<file path="src/rtl/halloween_sequencer_if.sv">
// Bus between the Halloween sequencer and its surroundings: control inputs,
// the 4-slot opcode mux, the sound player handshake and the decoration drives.
interface halloween_sequencer_if;
    logic       start;
    logic       abort;
    logic       loop;
    logic [1:0] sel;
    logic [3:0] opcode;
    logic       powered;
    logic       light_en;
    logic [1:0] light_color;
    logic       sound_req;
    logic [1:0] sound_code;
    logic       sound_ack;
    logic       wave_hands;
    logic       move_jaw;
    logic       fog;
    logic       busy;
    logic       done;
    logic       err;

    // Sequencer side
    modport slave (
        input  start, abort, loop, opcode, sound_ack,
        output sel, powered, light_en, light_color, sound_req, sound_code,
               wave_hands, move_jaw, fog, busy, done, err
    );

    // Controller / environment side
    modport master (
        output start, abort, loop, opcode, sound_ack,
        input  sel, powered, light_en, light_color, sound_req, sound_code,
               wave_hands, move_jaw, fog, busy, done, err
    );
endinterface

</file>
<file path="src/rtl/halloween_sequencer.sv">
// Halloween decoration sequencer: walks the 4-slot opcode mux, decodes each
// opcode by category and drives lights, sound requests and timed effects.
module halloween_sequencer #(
    parameter int unsigned EFFECT_CYCLES = 8,
    parameter int unsigned SOUND_TIMEOUT = 16
) (
    input  logic                  clk,
    input  logic                  reset,
    halloween_sequencer_if.slave  bus
);

    localparam int unsigned CW = (EFFECT_CYCLES > 1) ? $clog2(EFFECT_CYCLES) : 1;
    localparam int unsigned TW = (SOUND_TIMEOUT > 1) ? $clog2(SOUND_TIMEOUT) : 1;

    typedef enum logic [2:0] {
        S_IDLE,
        S_FETCH,
        S_EXEC,
        S_SOUND,
        S_EFFECT,
        S_NEXT,
        S_DONE
    } state_t;

    state_t          r_state, w_state;
    logic [1:0]      r_sel, w_sel;
    logic [3:0]      r_op, w_op;
    logic            r_powered, w_powered;
    logic            r_light_en, w_light_en;
    logic [1:0]      r_light_color, w_light_color;
    logic            r_sound_req, w_sound_req;
    logic [1:0]      r_sound_code, w_sound_code;
    logic            r_wave, w_wave;
    logic            r_jaw, w_jaw;
    logic            r_fog, w_fog;
    logic            r_err, w_err;
    logic [TW-1:0]   r_timer, w_timer;
    logic [CW-1:0]   r_count, w_count;

    // State and datapath registers, cleared synchronously by reset
    always_ff @(posedge clk) begin
        if (reset) begin
            r_state       <= S_IDLE;
            r_sel         <= '0;
            r_op          <= '0;
            r_powered     <= 1'b0;
            r_light_en    <= 1'b0;
            r_light_color <= '0;
            r_sound_req   <= 1'b0;
            r_sound_code  <= '0;
            r_wave        <= 1'b0;
            r_jaw         <= 1'b0;
            r_fog         <= 1'b0;
            r_err         <= 1'b0;
            r_timer       <= '0;
            r_count       <= '0;
        end else begin
            r_state       <= w_state;
            r_sel         <= w_sel;
            r_op          <= w_op;
            r_powered     <= w_powered;
            r_light_en    <= w_light_en;
            r_light_color <= w_light_color;
            r_sound_req   <= w_sound_req;
            r_sound_code  <= w_sound_code;
            r_wave        <= w_wave;
            r_jaw         <= w_jaw;
            r_fog         <= w_fog;
            r_err         <= w_err;
            r_timer       <= w_timer;
            r_count       <= w_count;
        end
    end

    // Next-state and next-output logic; abort is applied last so it wins
    always_comb begin
        w_state       = r_state;
        w_sel         = r_sel;
        w_op          = r_op;
        w_powered     = r_powered;
        w_light_en    = r_light_en;
        w_light_color = r_light_color;
        w_sound_req   = r_sound_req;
        w_sound_code  = r_sound_code;
        w_wave        = r_wave;
        w_jaw         = r_jaw;
        w_fog         = r_fog;
        w_err         = r_err;
        w_timer       = r_timer;
        w_count       = r_count;

        case (r_state)
            S_IDLE: begin
                if (bus.start) begin
                    w_sel   = '0;
                    w_err   = 1'b0;
                    w_state = S_FETCH;
                end
            end
            S_FETCH: begin
                w_op    = bus.opcode;
                w_state = S_EXEC;
            end
            S_EXEC: begin
                w_state = S_NEXT;
                if (r_op == 4'b0000) begin
                    w_powered = 1'b1;
                end else if (r_op == 4'b0001) begin
                    w_powered  = 1'b0;
                    w_light_en = 1'b0;
                    w_wave     = 1'b0;
                    w_jaw      = 1'b0;
                    w_fog      = 1'b0;
                    w_state    = S_DONE;
                end else if (r_powered) begin
                    // Unpowered non-system opcodes fall through as no-ops
                    case (r_op[3:2])
                        2'b01: begin
                            if (r_op[1:0] != 2'b11) begin
                                w_light_en    = 1'b1;
                                w_light_color = r_op[1:0];
                            end else begin
                                w_err = 1'b1;
                            end
                        end
                        2'b10: begin
                            if (r_op[1:0] != 2'b11) begin
                                w_sound_req  = 1'b1;
                                w_sound_code = r_op[1:0];
                                w_timer      = '0;
                                w_state      = S_SOUND;
                            end else begin
                                w_err = 1'b1;
                            end
                        end
                        2'b11: begin
                            w_count = CW'(EFFECT_CYCLES - 1);
                            case (r_op[1:0])
                                2'b00: begin w_wave = 1'b1; w_state = S_EFFECT; end
                                2'b01: begin w_jaw  = 1'b1; w_state = S_EFFECT; end
                                2'b10: begin w_fog  = 1'b1; w_state = S_EFFECT; end
                                default: w_err = 1'b1;
                            endcase
                        end
                        default: w_err = 1'b1;
                    endcase
                end
            end
            S_SOUND: begin
                if (bus.sound_ack) begin
                    w_sound_req = 1'b0;
                    w_state     = S_NEXT;
                end else if (r_timer == TW'(SOUND_TIMEOUT - 1)) begin
                    w_sound_req = 1'b0;
                    w_err       = 1'b1;
                    w_state     = S_NEXT;
                end else begin
                    w_timer = r_timer + 1'b1;
                end
            end
            S_EFFECT: begin
                if (r_count == '0) begin
                    w_wave  = 1'b0;
                    w_jaw   = 1'b0;
                    w_fog   = 1'b0;
                    w_state = S_NEXT;
                end else begin
                    w_count = r_count - 1'b1;
                end
            end
            S_NEXT: begin
                if (r_sel != 2'd3) begin
                    w_sel   = r_sel + 1'b1;
                    w_state = S_FETCH;
                end else if (bus.loop) begin
                    w_sel   = '0;
                    w_state = S_FETCH;
                end else begin
                    w_state = S_DONE;
                end
            end
            S_DONE: begin
                w_state = S_IDLE;
            end
            default: begin
                w_state = S_IDLE;
            end
        endcase

        // DONE is excluded so an abort held into DONE cannot re-pulse done
        if (bus.abort && (r_state != S_IDLE) && (r_state != S_DONE)) begin
            w_sound_req = 1'b0;
            w_wave      = 1'b0;
            w_jaw       = 1'b0;
            w_fog       = 1'b0;
            w_state     = S_DONE;
        end
    end

    assign bus.sel         = r_sel;
    assign bus.powered     = r_powered;
    assign bus.light_en    = r_light_en;
    assign bus.light_color = r_light_color;
    assign bus.sound_req   = r_sound_req;
    assign bus.sound_code  = r_sound_code;
    assign bus.wave_hands  = r_wave;
    assign bus.move_jaw    = r_jaw;
    assign bus.fog         = r_fog;
    assign bus.busy        = (r_state != S_IDLE);
    assign bus.done        = (r_state == S_DONE);
    assign bus.err         = r_err;

endmodule

</file>
<file path="src/flat_wrapper.sv">
// flat-port wrapper written by rule: the top's interface ports become plain ports
module halloween_sequencer_flat 
#(
    parameter int unsigned EFFECT_CYCLES = 8,
    parameter int unsigned SOUND_TIMEOUT = 16
)
  (clk, reset, bus_start, bus_abort, bus_loop, bus_opcode, bus_sound_ack, bus_sel, bus_powered, bus_light_en, bus_light_color, bus_sound_req, bus_sound_code, bus_wave_hands, bus_move_jaw, bus_fog, bus_busy, bus_done, bus_err);
  halloween_sequencer_if bus_i ();
  input  logic clk;
  input  logic reset;
  input wire logic [$bits(bus_i.start)-1:0] bus_start;
  input wire logic [$bits(bus_i.abort)-1:0] bus_abort;
  input wire logic [$bits(bus_i.loop)-1:0] bus_loop;
  input wire logic [$bits(bus_i.opcode)-1:0] bus_opcode;
  input wire logic [$bits(bus_i.sound_ack)-1:0] bus_sound_ack;
  output wire logic [$bits(bus_i.sel)-1:0] bus_sel;
  output wire logic [$bits(bus_i.powered)-1:0] bus_powered;
  output wire logic [$bits(bus_i.light_en)-1:0] bus_light_en;
  output wire logic [$bits(bus_i.light_color)-1:0] bus_light_color;
  output wire logic [$bits(bus_i.sound_req)-1:0] bus_sound_req;
  output wire logic [$bits(bus_i.sound_code)-1:0] bus_sound_code;
  output wire logic [$bits(bus_i.wave_hands)-1:0] bus_wave_hands;
  output wire logic [$bits(bus_i.move_jaw)-1:0] bus_move_jaw;
  output wire logic [$bits(bus_i.fog)-1:0] bus_fog;
  output wire logic [$bits(bus_i.busy)-1:0] bus_busy;
  output wire logic [$bits(bus_i.done)-1:0] bus_done;
  output wire logic [$bits(bus_i.err)-1:0] bus_err;
  assign bus_i.start = bus_start;
  assign bus_i.abort = bus_abort;
  assign bus_i.loop = bus_loop;
  assign bus_i.opcode = bus_opcode;
  assign bus_i.sound_ack = bus_sound_ack;
  assign bus_sel = bus_i.sel;
  assign bus_powered = bus_i.powered;
  assign bus_light_en = bus_i.light_en;
  assign bus_light_color = bus_i.light_color;
  assign bus_sound_req = bus_i.sound_req;
  assign bus_sound_code = bus_i.sound_code;
  assign bus_wave_hands = bus_i.wave_hands;
  assign bus_move_jaw = bus_i.move_jaw;
  assign bus_fog = bus_i.fog;
  assign bus_busy = bus_i.busy;
  assign bus_done = bus_i.done;
  assign bus_err = bus_i.err;
  halloween_sequencer #(.EFFECT_CYCLES(EFFECT_CYCLES), .SOUND_TIMEOUT(SOUND_TIMEOUT)) u_core (.clk(clk), .reset(reset), .bus(bus_i));
endmodule
</file>
<file path="config.mk">
export PLATFORM = sky130hd
export DESIGN_NAME = halloween_sequencer_flat
export DESIGN_NICKNAME = d
export VERILOG_FILES = /design/src/rtl/halloween_sequencer_if.sv /design/src/rtl/halloween_sequencer.sv /design/src/flat_wrapper.sv
export SDC_FILE = /design/constraint.sdc
export NUM_CORES = 1
export LEC_CHECK = 0
export ABC_CLOCK_PERIOD_IN_PS = 1900
export CAP_MARGIN = 20
export CORE_ASPECT_RATIO = 0.5
export CORE_UTILIZATION = 49
export DETAILED_ROUTE_END_ITERATION = 8
export DONT_BUFFER_PORTS = 1
export HOLD_SLACK_MARGIN = 0.03
export PLACE_DENSITY = 0.66
export RECOVER_POWER = 100
export SYNTH_ARGS = -nofsm -noshare
export SYNTH_HDL_FRONTEND = slang
export SYNTH_SLANG_ARGS = --single-unit
</file>
<file path="constraint.sdc">
create_clock -name clk -period 1.9 [get_ports clk]
set_clock_uncertainty 0.05 [all_clocks]
set_input_delay 0.095 -clock clk [delete_from_list [all_inputs] [get_ports clk]]
set_output_delay 0.095 -clock clk [all_outputs]
set_load 0.005 [all_outputs]
</file>
==> key figures <==
STA
  – Final setup vio count: 0
  – Worst Max-Slew Pin Slew: 961 ps
  – Endpoints failing hold: 0
  – Final max-slew violation count: 0
  – Slew HR: 35.7%
  – Peak Freq: 0.564 GHz
  – Final WS setup: 126 ps
  – Min Tclk post-route: 1770 ps
  – Final period utilization: 93.4%

Power
  – Leakage power: 0.657 nW
  – Total power after layout: 2.07 mW
  – Power per standard cell area: 1120 nW/um^2
  – Max VDD drop: 0.000530 V

Status
  – Failing checks: DRC
  – Status: finished with violations

Worst hold path
  – Hold-critical path depth: 3
  – Hold Crit Class: input port to flop

Finish
  – Fillers: 299
  – Post-route cell area: 1850 um^2
  – Layout Nets: 233
  – Non-Filler Instances: 253
  – Antenna cells: 0
  – Area growth from synthesis to layout: 11.7%
  – Fraction of layout cells with a size suffix above 1: 10.3%
  – Final Core Density: 59.6%

Die
  – Die Width: 84.2 um
  – FP Rows: 14
  – Chip height: 43.1 um
  – Die area: 3630 um^2
  – Core Footprint: 3100 um^2
  – Ports: 25
  – Initial core utilization: 53.3%

Detailed routing
  – DR WL/cell: 16.0 um
  – Post-DR vias/cell: 6.07
  – Total iterations of the first detailed-routing run: 6
  – Final WL: 4040 um
  – Via count: 1536
  – Iteration-0 DRC count of the detailed router: 147
  – Number of remaining DRC errors: 2
  – Final ANT Viol Nets: 0

Placed design
  – Post-Place Setup Slack: 95.0 ps
  – Hpwl dp: 2900 um
  – Final GP Congestion: 0.880
  – Dpl cell area: 1720 um^2
  – Inst Count DP: 242
  – I/O Buffers: 0

Synth
  – Register area share after synthesis: 32.7%
  – Post-synth EDFFs: 0
  – Adder-Cell Fraction of Synth Area: 6.81%
  – Syn nets: 222
  – Most frequent cells after synthesis: dfxtp_1, nor2_1, a21oi_1, o21ai_0, nand2_1
  – Multiplexer area fraction after synthesis: 3.03%
  – Yosys reg bits: 27
  – Most area-hungry cell type in the Yosys netlist: dfxtp_1
  – Post-synth top area share: 32.7%
  – Post-synthesis compound-gate area fraction: 23.2%
  – Mean area per synthesized cell: 8.15 um^2
  – Post-synth top flop: dfxtp_1
  – Post-synthesis cell count: 203
  – Yosys cell types: 49
  – Largest family of logic cells by synthesized area: simple AND/OR/NAND/NOR gates
  – Ys async rst share: 0%
  – XOR/XNOR Fraction of Synth Area: 0%
  – Area of the mapped netlist: 1650 um^2
  – Most common cell in the netlist: dfxtp_1
  – Top cells by area, synth: dfxtp_1, ha_1, a21oi_1
  – Synth Area in Simple Gates: 28.4%
  – Warnings, synthesis: 0

CTS
  – Clock Path Buffers: 2
  – Total clock sinks: 27
  – Root Buffer: clkbuf_8
  – Clk_lat worst skew: 290 ps
  – CTS Buf Count: 3
  – Clock-pin slew of the registers on the worst-case setup and hold paths: 110 ps
  – H-tree depth: 1
  – CTS tree: built

Critical path
  – Worst path max stage delay: 420 ps
  – Worst setup EP type: flop
  – CP Max Fanout: 9
  – Crit-path slowest cell: dfxtp_1
  – Crit Path Class: flop to flop
  – Worst reg2reg path depth: 6
  – Worst Path Arrival: 1950 ps
  – CP Data Required Time: 2070 ps
  – Startpoint Class: flop
  – Most numerous cell on the critical path: buf_4
  – Worst path cell trace: buf_4, and2b_1, a31oi_1, a2111oi_1, buf_4, mux2i_1

Global route
  – Gr ovfl total: 0
  – First-pass GRT wire length: 6820 um
  – Antenna violations before repair: 0
  – Pin count of the biggest net entering global routing: 26
  – Gr usage total: 23.9%
  – Number of global-route vias before repair: 1432

Flow run
  – MaxCap Viol Count: 0
## power by group
group	switching (mW)	internal [mW]	leakage (nW)
logic	0.575	0.407	0.417
registers	0.0909	0.645	0.219
clock network	0.205	0.150	0.0217
## path summary, 6_finish.rpt
check,start,to,slack [ps]
setup / recovery,u_core.r_state[0],u_core.bus.err,130
hold / removal,bus_sound_ack,u_core.r_timer[1],40
setup reg to reg,u_core.r_state[0],u_core.bus.err,130
hold reg to reg,u_core.r_count[0],u_core.r_count[0],460
## worst max-delay path: cells and delay by family (launching register included)
| kind | cells | cell delay, ps |
|---|---|---|
| buffers and inverters | 2 | 380 |
| DFF | 1 | 420 |
| and+or+nand+nor | 1 | 170 |
| AOI/OAI and AO/OA | 2 | 520 |
| muxes | 1 | 170 |
## through the flow
| stage | hold slack, ps | setup TNS, ps |
|---|---|---|
| floorplan | 184 | 0 |
| global placement | 118 | 0 |
| detailed placement | 120 | 0 |
| CTS | 32.9 | 0 |
| global route | 56.6 | -56.3 |
| finish | 36.7 | 0 |
## placed cells by master, fill, tap and decap left out, drive strengths merged, types with 3 or more instances in the layout
cell | Yosys | layout
dfxtp | 27 | 27
nor2 | 21 | 21
a21oi | 19 | 19
o21ai | 11 | 11
nand2 | 10 | 10
inv | 9 | 9
nand3 | 9 | 9
ha | 9 | 9
buf | 8 | 8
clkbuf | 4 | 7
dlygate4sd3 | 0 | 6
nand2b | 6 | 6
nor3 | 6 | 6
mux2i | 5 | 5
a31oi | 5 | 5
o211ai | 5 | 5
nor2b | 5 | 5
or3 | 3 | 3
o31a | 3 | 3
a211o | 3 | 3
a211oi | 3 | 3
## sequential cells by signal, indices dropped and copies added, names as in the netlist
signal,cells
u_core.r_op,4
u_core.r_timer,4
u_core.r_count,3
u_core.r_state,3
u_core.bus.light_color,2
u_core.bus.sel,2
u_core.bus.sound_code,2
u_core.bus.err,1
u_core.bus.fog,1
u_core.bus.light_en,1
u_core.bus.move_jaw,1
u_core.bus.powered,1
u_core.bus.sound_req,1
u_core.bus.wave_hands,1
## final cells by class
type / count / area, um^2 / area share [%]
Inverter: 9 / 33.8 / 1.83
Timing Repair Buffer: 18 / 138 / 7.45
Clock buffer: 3 / 41.3 / 2.23
Tap cell: 40 / 50.0 / 2.71
Multi-Input combinational cell: 155 / 1040 / 56.1
Clock inverter: 1 / 7.51 / 0.406
Sequential cell: 27 / 541 / 29.2
## cells by family after synthesis
group           after synthesis
mux                           5
simple gates                 81
fa+ha+maj                     9
flops                        27
buf+inv                      21
compound gates               60
## repair_timing
| action | in CTS | in global routing |
|---|---|---|
| hold buffers | 6 | 0 |
| endpoints found under the setup margin | 0 | 11 |
| endpoints found under the hold margin | 22 | 0 |
| setup buffers | 0 | 1 |
| resized for setup | 0 | 7 |
## routing by layer
layer	part of all wire [%]	track usage (%)	routed length, um	vias up
li1	-	-	-	766
met1	51	33.8	2060	719
met2	43	38.4	1740	51
met3	5.7	5.84	230	0
met4	0	1.72	0	0
met5	0	0	0	-
Power figures use the tool's default switching activity.
